**src/rtl/pe_sum_collector.sv**
```systemverilog
// pe_sum_collector: accumulates fusion-unit partial sums over a job of
// len operand beats, starting from bias. Each accepted beat returns a
// PE_sum LAT cycles later; that value becomes the new accumulator, which
// is fed back to the adder tree as previous_sum.
//
// state | meaning
// IDLE  | no job; waiting for start
// ACC   | issuing operand beats (in_ready while issued < len)
// DRAIN | all beats issued; waiting for outstanding returns
// OUT   | result presented on out_sum until out_ready
module pe_sum_collector #(
  parameter int SUM_W = 20,
  parameter int LAT   = 1,
  parameter int LEN_W = 8
) (
  input  logic             clk,
  input  logic             reset,
  input  logic             start,
  input  logic [LEN_W-1:0] len,
  input  logic [SUM_W-1:0] bias,
  input  logic             in_valid,
  output logic             in_ready,
  output logic [SUM_W-1:0] previous_sum,
  input  logic [SUM_W-1:0] PE_sum,
  output logic             out_valid,
  input  logic             out_ready,
  output logic [SUM_W-1:0] out_sum,
  output logic             busy
);

  typedef enum logic [1:0] {IDLE, ACC, DRAIN, OUT} state_t;

  state_t           state;
  logic [SUM_W-1:0] acc;
  logic [LEN_W-1:0] len_q;
  logic [LEN_W-1:0] issued;
  logic [LEN_W-1:0] received;
  logic [LEN_W-1:0] issued_nxt;
  logic [LEN_W-1:0] received_nxt;
  logic [LAT-1:0]   vld_sr;
  logic             beat;
  logic             ret;
  logic             start_acc;

  // Outputs are pure decodes of registered state, so they follow reset at once.
  assign in_ready     = (state == ACC) && (issued < len_q);
  assign beat         = in_valid && in_ready;
  assign ret          = vld_sr[LAT-1];
  assign start_acc    = start && ((state == IDLE) || ((state == OUT) && out_ready));
  assign previous_sum = acc;
  assign out_sum      = acc;
  assign out_valid    = (state == OUT);
  assign busy         = (state != IDLE);

  // Counter values after this cycle's issue/return, used for exit decisions.
  always_comb begin
    issued_nxt   = issued + LEN_W'(beat);
    received_nxt = received + LEN_W'(ret);
  end

  // Job FSM, counters, accumulator and in-flight beat pipeline.
  always_ff @(posedge clk or negedge reset) begin
    if (!reset) begin
      state    <= IDLE;
      acc      <= '0;
      len_q    <= '0;
      issued   <= '0;
      received <= '0;
      vld_sr   <= '0;
    end else if (start_acc) begin
      // A new job flushes anything still in the pipeline.
      acc      <= bias;
      len_q    <= len;
      issued   <= '0;
      received <= '0;
      vld_sr   <= '0;
      state    <= (len == '0) ? OUT : ACC;
    end else begin
      for (int i = LAT - 1; i > 0; i--) begin
        vld_sr[i] <= vld_sr[i-1];
      end
      vld_sr[0] <= beat;
      issued    <= issued_nxt;
      received  <= received_nxt;
      if (ret) begin
        acc <= PE_sum;
      end
      case (state)
        ACC: begin
          if (issued_nxt == len_q) begin
            state <= (received_nxt == len_q) ? OUT : DRAIN;
          end
        end
        DRAIN: begin
          if (received_nxt == len_q) begin
            state <= OUT;
          end
        end
        OUT: begin
          if (out_ready) begin
            state <= IDLE;
          end
        end
        default: ;
      endcase
    end
  end

endmodule
```
**config.mk**
```make
export PLATFORM = sky130hd
export DESIGN_NAME = pe_sum_collector
export DESIGN_NICKNAME = d
export VERILOG_FILES = /design/src/rtl/pe_sum_collector.sv
export SDC_FILE = /design/constraint.sdc
export NUM_CORES = 1
export LEC_CHECK = 0
export BUFFER_PORTS_ARGS = -buffer_cell sky130_fd_sc_hd__buf_2
export CORE_MARGIN = 2
export CORE_UTILIZATION = 55
export CTS_BUF_LIST = sky130_fd_sc_hd__clkbuf_8
export CTS_CLUSTER_SIZE = 25
export DETAILED_ROUTE_END_ITERATION = 10
export PLACE_DENSITY = 0.84
export RECOVER_POWER = 25
export SYNTH_ARGS = -nofsm -noshare
export SYNTH_HDL_FRONTEND = slang
export SYNTH_SLANG_ARGS = --single-unit
export TNS_END_PERCENT = 30
```
**constraint.sdc**
```tcl
create_clock -name clk -period 6.5 [get_ports clk]
set_clock_uncertainty 0.15 [all_clocks]
set_input_delay 0.65 -clock clk [delete_from_list [all_inputs] [get_ports clk]]
set_output_delay 0.65 -clock clk [all_outputs]
set_load 0.1 [all_outputs]
```
==> flow_summary.toml <==
[run_status]
status = "finished, violations left"
violations = "max-capacitance violations, max-slew violations"

[place]
dp_hpwl_mm = 4.547
preCtsSetupSlack_ns = 2.672
place.gp.congestion = 0.8912
io_buffer_count = 95

[global_route]
grt-ovfl-total = 0
antenna_found_initial = 0
grtUsageTotal = 0.2142
grt_pass1_wl_mm = 9.121
first_global_vias = 2003
grt_max_degree = 72

[sta]
min_period_ns = 3.924
final_hold_viol_count = 0
fmax_mhz = 254.9
tightest_slew_ns = 2.471
rsz0062_at_grt = "no"
setup_viol = 0
finalCritPeriodShare = 0.6036
maxSlewViolCount = 48
final.setup.tns_ns = 0
relSlewSlack = -0.6473
layout_setup_ws_ns = 2.576

[detailed_routing]
num_vias = 2193
firstDrtPassIters = 4
drt_iter0_markers = 123
drt.antenna.violating_nets = 0
drc = 0
drt-total-wl_mm = 6.143
wl_per_cell_um = 14.59
viasPerCell = 5.209

[setup_path]
end_kind = "flip-flop"
cp_max_fo = 3
path_common_cell = "a21o_1"
cp.required_ns = 6.53
path_cells = "inv_1, ha_1, a21o_1, a21o_1, a21o_1, a21o_1, a21o_1, a31oi_1, ha_1, ha_1, xnor2_1, o311ai_0, a221oi_1, nand4b_1, o31a_1, a211oi_1, a2bb2oi_2"
crit_arrival_ns = 3.96
critPathSlowestCell = "dfrtp_1"
crit_type = "flip-flop to flip-flop"
worst_setup_path_start_kind = "flip-flop"
cpPeakStageDelay_ns = 0.41

[die]
ios = 96
die_area_um2 = 5649
rows = 25
die_h_um = 75.16
initial_utilization = 0.5782
die_w_um = 75.16
core_um2 = 4817

[layout]
drive_gt1_frac = 0.3107
layout.nets = 423
synthToLayoutAreaGrowth_pct = 16.49
register_area_um2 = 1176
nFillCells = 413
n_antenna_cell = 0
multi_input_area_um2 = 1381
fin_util = 0.6735

[cts]
cts_tree = "done"
hold_buffers = 0
h-tree-depth = 2
path_clk_slew_ns = 0.08
root_buffer = "clkbuf_8"
clockBufferDepth = 2
post-cts-setup-buffers = 0
insertion_delay_ns = 0.30
clock-sinks = 47
cts-resized-gates = 0
cts_buffers = 5

[synthesis]
synthesis.area_um2 = 2785
async_flop_share = 1.000
ys_types = 38
netlist_instances = 282
synth-seq-cells = 47
synth_warnings = 0
synth_ff_type = "dfrtp_1"
yosysSeqAreaShare = 0.4223
synthesis.nets = 351
syn_area_per_cell_um2 = 9.876
synth-edff-count = 0

[power]
power_density_nw_per_um2 = 151.8
power.leakage_nw = 1.661
peakVddDrop_mv = 0.1533

[job]
max_cap_violations = 1

[hold_path]
hp-class = "input port to flip-flop"
==> flip-flops by register name (all words and copies together) (netlist names) <==
register	count
out_sum	20
state	2
issued	8
received	8
len_q	8
ret	1
==> stage by stage <==
stage | instances | hold WS (ns) | area [µm²] | total power [W]
after floorplan | 282 | 0.2044 | 2785 | 0.0002988
after global placement | 414 | 0.4066 | 3158 | 0.0003200
after detailed placement | 414 | 0.4153 | 3158 | 0.0003204
after CTS | 421 | 0.3898 | 3246 | 0.0004967
after global routing | 421 | 0.3971 | 3244 | 0.0005100
final | 421 | 0.3987 | 3244 | 0.0004926
==> cell families (layout without fill, tap and decap cells) <==
family / after synthesis / in the layout / synth area share
simple gates: 78 / 78 / 0.1352
xor+xnor: 27 / 27 / 0.09254
compound gates: 49 / 49 / 0.1096
fa+ha+maj: 16 / 16 / 0.07188
flops: 47 / 47 / 0.4223
buf+inv: 41 / 113 / 0.08221
mux: 24 / 24 / 0.08625
==> routing by layer <==
layer  vias to the layer above  global-route usage  routed length, µm  share of wire
li1                       1081                   -                  -              -
met1                      1043              0.2680               2611           0.43
met2                        60              0.3694               3190           0.52
met3                         9             0.03882                246          0.040
met4                         0             0.08187                 95          0.015
met5                         -                   0                  0              0
==> report_power, final <==
part,switching [W],internal [W]
Combinational,0.0000105,0.0000113
Clock,0.0000951,0.0000836
Sequential,0,0.000292
==> critical path, delay by kind of cell, from the launching register on <==
kind                     cells  cell delay (ns)
AO/OA/AOI/OAI               11             2.08
adder cells (fa/ha/maj)      3             0.78
flip-flops                   1             0.41
XOR/XNOR                     1             0.19
AND/OR/NAND/NOR              1             0.12
buffers and inverters        1             0.07
==> cell type report <==
cell class	count	share of cell area
clock inverter	1	0.001543
inverter	11	0.01273
timing repair buffer	95	0.1462
clock buffer	6	0.02545
tap	67	0.02584
multi-input combinational	194	0.4258
sequential	47	0.3625
==> placed cells by master (no fill, tap or decap), types with 2 or more instances in the layout <==
cell type / netlist / routed
a21o_1: 5 / 5
nor4_1: 2 / 2
o21ai_0: 30 / 30
and2_1: 5 / 5
ha_1: 16 / 16
mux2i_1: 24 / 24
nor2_1: 16 / 16
buf_2: 0 / 94
clkbuf_8: 0 / 6
inv_1: 11 / 11
a221oi_1: 2 / 2
xnor2_1: 15 / 15
nand3_1: 8 / 8
nand2_1: 35 / 35
nand3_2: 2 / 2
xor2_1: 10 / 10
nand4b_1: 2 / 2
a31oi_1: 3 / 3
dfrtp_1: 47 / 47
==> final timing paths <==
kind | from | to | slack, ns | cells past startpoint
min reg2reg | received[7] | received[7] | 0.43 | 2
max in group asynchronous | reset | len_q[4] | 3.85 | 1
min in group asynchronous | reset | issued[0] | 0.95 | 1
max reg2reg | len_q[1] | state[0] | 2.58 | 17
max | len_q[1] | state[0] | 2.58 | 17
min | bias[3] | out_sum[3] | 0.40 | 3
==> Yosys cell counts, drive strengths merged (2+ instances only) <==
library cell | n | area (µm²)
nand3 | 10 | 60.06
a31oi | 3 | 18.77
and2 | 5 | 31.28
ha | 16 | 200.2
nor4 | 2 | 12.51
a221oi | 2 | 17.52
nand4b | 2 | 17.52
a21o | 5 | 37.54
nand2 | 35 | 131.4
mux2i | 24 | 240.2
and3 | 2 | 17.52
clkbuf | 10 | 37.54
xor2 | 11 | 103.9
buf | 20 | 150.1
dfrtp | 47 | 1176
o21ai | 30 | 150.1
xnor2 | 15 | 131.4
inv | 11 | 41.29
nor2 | 16 | 60.06
Power figures use the tool's default switching activity.
